`src/rtl/sn_uart_tx.sv`:
```
// FIFO-buffered UART transmitter: start bit, LSB-first data, optional even parity, one stop bit.
// Optional parity bit is compiled in when SN_UART_TX_PARITY_EN is defined.
module sn_uart_tx #(
  parameter int unsigned P_CLKS_PER_BIT = 87,
  parameter int unsigned P_DATA_BW      = 8,
  parameter int unsigned P_FIFO_DEPTH   = 4
) (
  input  logic                                 clk,
  input  logic                                 rst,
  input  logic [P_DATA_BW-1:0]                 tx_data,
  input  logic                                 tx_valid,
  output logic                                 tx_ready,
  output logic                                 tx_output,
  output logic                                 tx_busy,
  output logic                                 tx_done,
  output logic [$clog2(P_FIFO_DEPTH+1)-1:0]    fifo_count
);

  localparam int unsigned LP_CW = $clog2(P_FIFO_DEPTH + 1);
  localparam int unsigned LP_PW = $clog2(P_FIFO_DEPTH);
  localparam int unsigned LP_TW = (P_CLKS_PER_BIT > 1) ? $clog2(P_CLKS_PER_BIT) : 1;
  localparam int unsigned LP_BW = (P_DATA_BW > 1) ? $clog2(P_DATA_BW) : 1;

  localparam logic [LP_TW-1:0] LP_T_LAST   = LP_TW'(P_CLKS_PER_BIT - 1);
  localparam logic [LP_TW-1:0] LP_T_PRE    = (P_CLKS_PER_BIT > 1) ? LP_TW'(P_CLKS_PER_BIT - 2) : '0;
  localparam logic [LP_BW-1:0] LP_BIT_LAST = LP_BW'(P_DATA_BW - 1);
  localparam logic [LP_CW-1:0] LP_DEPTH    = LP_CW'(P_FIFO_DEPTH);
  localparam logic             LP_ONE_CLK  = (P_CLKS_PER_BIT == 1);

  typedef enum logic [2:0] {
    S_IDLE,
    S_START,
    S_DATA,
    S_STOP
`ifdef SN_UART_TX_PARITY_EN
    , S_PARITY
`endif
  } state_t;

  logic [P_DATA_BW-1:0] r_mem [P_FIFO_DEPTH];
  logic [LP_PW-1:0]     r_wr_ptr;
  logic [LP_PW-1:0]     r_rd_ptr;
  logic [LP_CW-1:0]     r_count;

  state_t               r_state;
  logic [LP_TW-1:0]     r_timer;
  logic [LP_BW-1:0]     r_bit_idx;
  logic [P_DATA_BW-1:0] r_shift;
  logic                 r_tx;
  logic                 r_done;
`ifdef SN_UART_TX_PARITY_EN
  logic                 r_parity;
`endif

  logic                 w_ready;
  logic                 w_nonempty;
  logic                 w_bit_end;
  logic                 w_push;
  logic                 w_pop;
  logic [P_DATA_BW-1:0] w_head;
  logic [P_DATA_BW-1:0] w_shift_next;

  assign w_ready      = (r_count < LP_DEPTH);
  assign w_nonempty   = (r_count != '0);
  assign w_bit_end    = (r_timer == LP_T_LAST);
  assign w_push       = tx_valid && w_ready;
  // Pop either from idle or on the final stop-bit cycle so frames chain with no gap.
  assign w_pop        = w_nonempty &&
                        ((r_state == S_IDLE) || ((r_state == S_STOP) && w_bit_end));
  assign w_head       = r_mem[r_rd_ptr];
  assign w_shift_next = r_shift >> 1;

  always_ff @(posedge clk) begin
    if (w_push) begin
      r_mem[r_wr_ptr] <= tx_data;
    end
  end

  always_ff @(posedge clk or negedge rst) begin
    if (!rst) begin
      r_wr_ptr <= '0;
      r_rd_ptr <= '0;
      r_count  <= '0;
    end else begin
      if (w_push) begin
        r_wr_ptr <= r_wr_ptr + LP_PW'(1);
      end
      if (w_pop) begin
        r_rd_ptr <= r_rd_ptr + LP_PW'(1);
      end
      if (w_push && !w_pop) begin
        r_count <= r_count + LP_CW'(1);
      end else if (!w_push && w_pop) begin
        r_count <= r_count - LP_CW'(1);
      end
    end
  end

  always_ff @(posedge clk or negedge rst) begin
    if (!rst) begin
      r_state   <= S_IDLE;
      r_timer   <= '0;
      r_bit_idx <= '0;
      r_shift   <= '0;
      r_tx      <= 1'b1;
      r_done    <= 1'b0;
`ifdef SN_UART_TX_PARITY_EN
      r_parity  <= 1'b0;
`endif
    end else begin
      r_done <= 1'b0;
      if (r_state == S_IDLE) begin
        r_timer <= '0;
        if (w_pop) begin
          r_state <= S_START;
          r_shift <= w_head;
          r_tx    <= 1'b0;
`ifdef SN_UART_TX_PARITY_EN
          r_parity <= ^w_head;
`endif
        end
      end else if (!w_bit_end) begin
        r_timer <= r_timer + LP_TW'(1);
        // tx_done is registered, so it is armed one cycle ahead of the last stop cycle.
        if ((r_state == S_STOP) && (r_timer == LP_T_PRE)) begin
          r_done <= 1'b1;
        end
      end else begin
        r_timer <= '0;
        case (r_state)
          S_START: begin
            r_state   <= S_DATA;
            r_bit_idx <= '0;
            r_tx      <= r_shift[0];
          end
          S_DATA: begin
            if (r_bit_idx == LP_BIT_LAST) begin
`ifdef SN_UART_TX_PARITY_EN
              r_state <= S_PARITY;
              r_tx    <= r_parity;
`else
              r_state <= S_STOP;
              r_tx    <= 1'b1;
              r_done  <= LP_ONE_CLK;
`endif
            end else begin
              r_bit_idx <= r_bit_idx + LP_BW'(1);
              r_shift   <= w_shift_next;
              r_tx      <= w_shift_next[0];
            end
          end
`ifdef SN_UART_TX_PARITY_EN
          S_PARITY: begin
            r_state <= S_STOP;
            r_tx    <= 1'b1;
            r_done  <= LP_ONE_CLK;
          end
`endif
          S_STOP: begin
            if (w_pop) begin
              r_state <= S_START;
              r_shift <= w_head;
              r_tx    <= 1'b0;
`ifdef SN_UART_TX_PARITY_EN
              r_parity <= ^w_head;
`endif
            end else begin
              r_state <= S_IDLE;
              r_tx    <= 1'b1;
            end
          end
          default: begin
            r_state <= S_IDLE;
            r_tx    <= 1'b1;
          end
        endcase
      end
    end
  end

  assign tx_ready   = w_ready;
  assign tx_output  = r_tx;
  assign tx_done    = r_done;
  assign fifo_count = r_count;
  assign tx_busy    = (r_state != S_IDLE) || w_nonempty;

endmodule
```
`config.mk`:
```
export PLATFORM = sky130hd
export DESIGN_NAME = sn_uart_tx
export DESIGN_NICKNAME = d
export VERILOG_FILES = /design/src/rtl/sn_uart_tx.sv
export SDC_FILE = /design/constraint.sdc
export NUM_CORES = 1
export LEC_CHECK = 0
export ABC_CLOCK_PERIOD_IN_PS = 7400
export CORE_MARGIN = 3
export CORE_UTILIZATION = 60
export CTS_CLUSTER_SIZE = 8
export DETAILED_ROUTE_END_ITERATION = 10
export PLACE_DENSITY = 0.8
export SYNTH_ARGS = -nofsm -noshare
export SYNTH_HDL_FRONTEND = slang
export SYNTH_SLANG_ARGS = --single-unit
```
`constraint.sdc`:
```
create_clock -name clk -period 7.4 [get_ports clk]
set_clock_uncertainty 0.15 [all_clocks]
set_input_delay 2.22 -clock clk [delete_from_list [all_inputs] [get_ports clk]]
set_output_delay 2.22 -clock clk [all_outputs]
set_load 0.03 [all_outputs]
```
==> results.py, run 1 <==
metrics = {
    "clocking": {
        "clkSlewWorstSetupHoldPaths_ns": 0.08,
        "post-cts-setup-buffer-count": 0,
        "clockBufferDepth": 2,
        "cts_buffers": 9,
        "tritoncts_clock_tree": "done",
        "clkLatencyLatePin_ns": 0.34,
        "cts_num_sinks": 61,
        "ctsRootBufferMaster": "sky130_fd_sc_hd__clkbuf_8",
        "cts_htree_levels": 3,
        "cts_repair_resize_count": 0,
        "ctsHoldBuffers": 0,
    },
    "detailed_routing": {
        "drt_iter0_markers": 192,
        "drc": 0,
        "drt_first_pass_iters": 4,
        "antenna_left": 0,
        "total_vias_in_the_final_route": 1646,
        "routedWlPerCell_um": 16.80,
        "detail_route.wirelength_mm": 4.720,
        "detail_route.vias_per_cell": 5.858,
    },
    "floorplanning": {
        "initial_core_util": 0.6353,
        "rows": 24,
        "die_h_um": 74.83,
        "placeableCoreArea_mm2": 0.004474,
        "boundaryPins": 18,
        "die_w_um": 74.83,
        "dieArea_mm2": 0.005600,
    },
    "yosys": {
        "synth.avg_cell_area_um2": 14.07,
        "synth.most_common_cell": "sky130_fd_sc_hd__edfxtp_1",
        "edff_count_synth": 32,
        "yosys-top-cells-count": "sky130_fd_sc_hd__edfxtp_1 (32), sky130_fd_sc_hd__dfrtp_1 (28), sky130_fd_sc_hd__inv_1 (15)",
        "synth_seq_cells": 61,
        "ys_async_sr_fraction": 0.4754,
        "yosysSeqAreaShare": 0.5938,
        "syn_area_mm2": 0.002843,
        "syn_nets": 228,
        "netlist_instances": 202,
        "synth.largest_area_cell": "sky130_fd_sc_hd__edfxtp_1",
        "dominantRegCellSynth": "sky130_fd_sc_hd__edfxtp_1",
        "biggest_area_contributors_in_the_synthesized_netlist": "sky130_fd_sc_hd__edfxtp_1 (34%), sky130_fd_sc_hd__dfrtp_1 (25%), sky130_fd_sc_hd__mux4_2 (6.3%)",
        "yosys.area.top_type_share": 0.3380,
        "synth.lib_cells_used.distinct": 51,
        "yosys_warnings": 0,
    },
    "sta": {
        "max_clock_freq_ghz": 0.2300,
        "finalSetupTns_ns": 0,
        "setup_viol": 0,
        "timing.final.crit_period_ns": 4.348,
        "timing_worst_slew_pin_value_ns": 0.5970,
        "timing.slew.headroom": 0.6020,
        "setup_ws_ns": 3.052,
        "final_worst_path_cycle_share": 0.5875,
        "final-max-slew-violation-count": 0,
        "hold_viol": 0,
        "rsz0062_at_grt": "no",
    },
    "flow_run": {
        "timing.max_cap.violations": 0,
    },
    "min_path": {
        "min_path_cells": 1,
        "hold_end": "tx_output",
        "min-delay-path-class": "reg2reg",
        "hold_start": "tx_output",
    },
    "global_routing": {
        "grt.overflow.total": 0,
        "globalRoute.busiestLayer": "met2",
        "groute.layer.met1.usage": 0.2334,
        "vias_in_the_first_global_route": 1750,
        "grt.met2_usage": 0.3240,
        "first_pass_grt_wire_length_mm": 7.990,
        "antenna_found_initial": 0,
        "total_global_routing_track_utilization": 0.2018,
        "gr-usage-met3": 0.07610,
        "grt_max_degree": 30,
    },
    "critical_path": {
        "critical_path.cell_chain": "inv_1, ha_1, nand2_1, clkdlybuf4s50_1",
        "cp_slowest_cell": "sky130_fd_sc_hd__clkdlybuf4s50_1",
        "worst_r2r_startpoint": "r_timer[0]",
        "cp.required_ns": 5.03,
        "slowest_delay_ns": 0.61,
        "critical_path_peak_fanout": 8,
        "ff2ff_path_depth": 8,
        "endpoint_kind": "output pin",
        "critPathArrivalTime_ns": 1.98,
        "timing.reg2reg.setup_slack_ns": 4.72,
        "timing.setup.critical_path_class": "reg2out",
        "r2r_end": "fifo_count[1]",
        "start_kind": "flip-flop",
    },
    "final_layout": {
        "fillCellCount": 286,
        "post_layout_nonfiller_instances": 281,
        "regArea_mm2": 0.001688,
        "multi_input_comb_area_mm2": 0.001057,
        "nets": 250,
        "synthToLayoutAreaGrowth_pct": 13.25,
        "diodes": 0,
        "share_of_final_layout_standard_cells_stronger_than_drive_strength_1": 0.1790,
        "fin_util": 0.7195,
    },
    "placed_design": {
        "gp_congestion": 0.8174,
        "place_worst_setup_slack_ns": 2.969,
        "port_buffers": 17,
        "post-dp-hpwl_mm": 3.362,
        "placed_cells": 265,
    },
    "power_and_ir_drop": {
        "vdd_ir_drop_max_uv": 255.2,
        "leak_pwr_nw": 1.272,
        "powerDensity_mw_per_mm2": 369.5,
    },
    "run_status": {
        "outcome": "finished clean",
    },
}
## registers in the layout (all words and copies together) (netlist names)
register,cells
fifo_count,3
r_bit_idx,3
r_mem,32
r_rd_ptr,2
r_shift,8
r_state,2
r_timer,7
r_wr_ptr,2
tx_done,1
tx_output,1
## area by class of cell
cell class                      instances  area share
Clock buffer                            9     0.03848
Clock inverter                          7     0.01593
Inverter                               15     0.01749
Multi-Input combinational cell        119      0.3284
Sequential cell                        61      0.5243
Tap cell                               52     0.02021
Timing Repair Buffer                   18     0.05519
## power by group
part	internal [mW]	leakage [nW]	total, mW	switching [mW]
Sequential	0.451	0.638	0.542	0.0911
Combinational	0.185	0.549	0.392	0.207
Clock	0.122	0.0856	0.256	0.134
Total	0.758	1.27	1.19	0.432
## cell families after synthesis
| family | after synthesis | share of synthesized area |
|---|---|---|
| AO/OA/AOI/OAI | 21 | 0.06558 |
| XOR/XNOR | 11 | 0.03653 |
| adder cells (fa/ha/maj) | 15 | 0.06866 |
| buffers and inverters | 22 | 0.03433 |
| flip-flops | 61 | 0.5938 |
| multiplexers | 10 | 0.07130 |
| AND/OR/NAND/NOR | 62 | 0.1299 |
## worst max path at each step
stage	from	to	slack (ns)	depth (start not counted)
2_1_floorplan	tx_valid	fifo_count[2]	3.65	8
3_3_place_gp	tx_valid	fifo_count[2]	3.10	8
3_5_place_dp	tx_valid	fifo_count[2]	2.97	8
4_1_cts	r_state[0]	tx_busy	3.04	4
5_1_grt	fifo_count[2]	tx_busy	2.96	3
6_report	r_state[0]	tx_busy	3.05	4
## worst max-delay path, delay by kind of cell (launching register included)
family | cells | cell delay, ns
buf+inv | 2 | 0.74
flops | 1 | 0.41
fa+ha+maj | 1 | 0.37
simple gates | 1 | 0.12
## per-layer routing
metal	up-vias	part of all wire
li1	783	-
met1	815	0.42
met5	-	0
met4	0	0.023
met2	36	0.51
met3	12	0.041
## cells in the final DEF (no fill, tap or decap), types with 2 or more instances in the layout
| cell | n |
|---|---|
| sky130_fd_sc_hd__and2_1 | 4 |
| sky130_fd_sc_hd__clkinv_4 | 2 |
| sky130_fd_sc_hd__nor3_1 | 9 |
| sky130_fd_sc_hd__nand2_1 | 10 |
| sky130_fd_sc_hd__clkdlybuf4s50_1 | 17 |
| sky130_fd_sc_hd__mux2_2 | 2 |
| sky130_fd_sc_hd__clkinv_2 | 2 |
| sky130_fd_sc_hd__clkinvlp_4 | 2 |
| sky130_fd_sc_hd__dfrtp_1 | 28 |
| sky130_fd_sc_hd__xor2_1 | 4 |
| sky130_fd_sc_hd__ha_1 | 14 |
| sky130_fd_sc_hd__edfxtp_1 | 32 |
| sky130_fd_sc_hd__mux4_2 | 8 |
| sky130_fd_sc_hd__a221oi_1 | 6 |
| sky130_fd_sc_hd__clkbuf_8 | 9 |
| sky130_fd_sc_hd__nor2b_1 | 2 |
| sky130_fd_sc_hd__nand3_1 | 6 |
| sky130_fd_sc_hd__inv_1 | 15 |
| sky130_fd_sc_hd__nor2_1 | 14 |
| sky130_fd_sc_hd__o21ai_0 | 2 |
| sky130_fd_sc_hd__xnor2_1 | 6 |
| sky130_fd_sc_hd__a21oi_1 | 3 |
| sky130_fd_sc_hd__or3_1 | 3 |
## stage by stage
step / hold WS, ns / instance area (um2) / power (mW)
finish: 0.3360 / 3219 / 1.190
global route: 0.3621 / 3219 / 1.269
CTS: 0.3424 / 3219 / 1.204
detailed placement: 0.3310 / 3044 / 0.9417
global placement: 0.3214 / 3044 / 0.9103
floorplan: 0.3192 / 2843 / 0.8358
(Power assumes the default switching activity.)
==> inputs of run 2 (changes only) <==
==> config.mk (replaced) <==
export PLATFORM = sky130hd
export DESIGN_NAME = sn_uart_tx
export DESIGN_NICKNAME = d
export VERILOG_FILES = /design/src/rtl/sn_uart_tx.sv
export SDC_FILE = /design/constraint.sdc
export NUM_CORES = 1
export LEC_CHECK = 0
export ABC_CLOCK_PERIOD_IN_PS = 4400
export CORE_MARGIN = 3
export CORE_UTILIZATION = 58
export CTS_CLUSTER_SIZE = 8
export DETAILED_ROUTE_END_ITERATION = 10
export PLACE_DENSITY = 0.77
export SYNTH_ARGS = -nofsm -noshare
export SYNTH_HDL_FRONTEND = slang
export SYNTH_SLANG_ARGS = --single-unit
==> constraint.sdc (replaced) <==
create_clock -name clk -period 4.4 [get_ports clk]
set_clock_uncertainty 0.15 [all_clocks]
set_input_delay 1.32 -clock clk [delete_from_list [all_inputs] [get_ports clk]]
set_output_delay 1.32 -clock clk [all_outputs]
set_load 0.03 [all_outputs]
==> run 2 against run 1 <==
Via count up 2.7%. Largest power group unchanged. Critical path type unchanged. Global-route usage down 0.92 points. Sequential power up 69%. Critical endpoint unchanged. Setup slack worse by 2.1 ns.
==> results.py, run 2 (synthesis gave the netlist of run 1 again) <==
metrics = {
    "global_routing": {
        "antenna_found_initial": 0,
        "grt.overflow.total": 0,
        "first_pass_grt_wire_length_mm": 8.576,
        "vias_in_the_first_global_route": 1806,
        "total_global_routing_track_utilization": 0.1925,
        "grt_max_degree": 30,
    },
    "clocking": {
        "clkSlewWorstSetupHoldPaths_ns": 0.07,
        "ctsRootBufferMaster": "sky130_fd_sc_hd__clkbuf_8",
        "clockBufferDepth": 2,
        "cts_repair_resize_count": 0,
        "tritoncts_clock_tree": "done",
        "cts_num_sinks": 61,
        "cts_htree_levels": 3,
        "clkLatencyLatePin_ns": 0.33,
        "cts_buffers": 9,
        "ctsHoldBuffers": 0,
        "post-cts-setup-buffer-count": 0,
    },
    "critical_path": {
        "critPathArrivalTime_ns": 1.98,
        "ff2ff_path_depth": 8,
        "endpoint_kind": "output pin",
        "timing.setup.critical_path_class": "reg2out",
        "cp.required_ns": 2.93,
        "start_kind": "flip-flop",
        "worst_r2r_startpoint": "r_timer[0]",
        "r2r_end": "fifo_count[1]",
        "timing.reg2reg.setup_slack_ns": 1.72,
        "critical_path_peak_fanout": 6,
    },
    "sta": {
        "hold_viol": 0,
        "timing_worst_slew_pin_value_ns": 0.6541,
        "rsz0062_at_grt": "no",
        "timing.slew.headroom": 0.5640,
        "max_clock_freq_ghz": 0.2901,
        "timing.final.crit_period_ns": 3.448,
        "final-max-slew-violation-count": 0,
        "setup_viol": 0,
        "finalSetupTns_ns": 0,
        "setup_ws_ns": 0.9523,
        "final_worst_path_cycle_share": 0.7836,
    },
    "placed_design": {
        "gp_congestion": 0.8419,
        "place_worst_setup_slack_ns": 0.9040,
        "post-dp-hpwl_mm": 3.570,
        "port_buffers": 17,
        "detailed_place.area_mm2": 0.003060,
    },
    "final_layout": {
        "layout_commonest_cell": "sky130_fd_sc_hd__edfxtp_1",
        "synthToLayoutAreaGrowth_pct": 14.66,
        "diodes": 0,
        "largest-register": "r_mem",
        "mostFrequentLayoutCells": "sky130_fd_sc_hd__edfxtp_1 (32), sky130_fd_sc_hd__dfrtp_1 (28), sky130_fd_sc_hd__clkdlybuf4s50_1 (17), sky130_fd_sc_hd__inv_1 (15)",
        "nets": 250,
        "reg_top3": "r_mem x32, r_shift x8, r_timer x7",
        "largest_register_ff_count": 32,
        "share_of_final_layout_standard_cells_stronger_than_drive_strength_1": 0.1790,
        "finalInstanceArea_mm2": 0.003259,
        "fin_util": 0.7188,
    },
    "power_and_ir_drop": {
        "powerDensity_mw_per_mm2": 634.8,
        "leak_pwr_nw": 1.279,
        "switching_part_of_the_total": 0.3574,
        "vdd_ir_drop_max_uv": 475.6,
        "power.sequential.fraction": 0.443,
        "cellInternalPower_mw": 1.329,
        "power_switching_uw": 739.4,
        "power_frac_comb": 0.320,
        "power_frac_clock": 0.237,
    },
    "floorplanning": {
        "rows": 24,
        "die_w_um": 76.01,
        "placeableCoreArea_mm2": 0.004534,
        "die_h_um": 76.01,
        "initial_core_util": 0.6269,
        "boundaryPins": 18,
        "dieArea_mm2": 0.005778,
    },
    "run_status": {
        "outcome": "finished clean",
    },
    "min_path": {
        "hold_end": "tx_output",
        "min_path_cells": 1,
        "hold_start": "tx_output",
        "min-delay-path-class": "reg2reg",
    },
    "detailed_routing": {
        "drt_iter0_markers": 106,
        "antenna_left": 0,
        "routedWlPerCell_um": 17.38,
        "detail_route.wirelength_mm": 5.109,
        "drt_first_pass_iters": 4,
        "total_vias_in_the_final_route": 1691,
        "drc": 0,
        "detail_route.vias_per_cell": 5.752,
    },
    "flow_run": {
        "timing.max_cap.violations": 0,
    },
}
## run 2: changes by cell type in the layout (fill, tap and decap cells not counted)
| cell | delta |
|---|---|
| sky130_fd_sc_hd__bufinv_16 | +1 |
| sky130_fd_sc_hd__clkinv_2 | -1 |
| sky130_fd_sc_hd__clkinv_4 | -1 |
| sky130_fd_sc_hd__clkinvlp_4 | +1 |
## run 2: power by group through the flow
stage / Clock (mW) / Combinational [mW] / Sequential, mW
6_report: 0.490 / 0.661 / 0.917
5_1_grt: 0.527 / 0.733 / 0.944
4_1_cts: 0.500 / 0.668 / 0.919
3_5_place_dp: 0 / 0.662 / 0.931
3_3_place_gp: 0 / 0.625 / 0.912
2_1_floorplan: 0 / 0.536 / 0.870
## run 2: worst max-delay path by stage
stage	from	endpoint	slack, ns	cells after the start
4_1_cts	fifo_count[1]	tx_busy	0.94	3
2_1_floorplan	tx_valid	fifo_count[2]	1.55	8
3_5_place_dp	tx_valid	fifo_count[2]	0.90	8
6_report	fifo_count[2]	tx_busy	0.95	3
3_3_place_gp	tx_valid	fifo_count[2]	1.02	8
5_1_grt	r_state[1]	tx_busy	0.87	4
## run 2: worst max-delay path, cell delays in order, from the launching register on
cell and delay [ns]:
sky130_fd_sc_hd__dfrtp_1 0.44, sky130_fd_sc_hd__nor3_2 0.45, sky130_fd_sc_hd__nand2_1 0.14, sky130_fd_sc_hd__clkdlybuf4s50_1 0.62
## run 2: through the flow
stage	hold slack [ns]	std cells	power, mW
2_1_floorplan	0.3192	202	1.406
3_3_place_gp	0.3254	278	1.537
3_5_place_dp	0.3416	278	1.593
4_1_cts	0.3468	294	2.088
5_1_grt	0.3630	294	2.204
6_report	0.3434	294	2.069
## run 2: area by class of cell
cell class / count / area, um2
clock buffers: 9 / 123.9
clock inverters: 7 / 75.07
fillers: 312 / 1275
inverters: 15 / 56.30
multi-input cells: 119 / 1057
flip-flops and latches: 61 / 1688
well taps: 65 / 81.33
repair buffers: 18 / 177.7
## run 2: layer usage
metal	global-route usage	routed length, um
met5	0	0
met4	0.1033	100
met3	0.03664	162
met2	0.3218	2580
met1	0.2386	2265
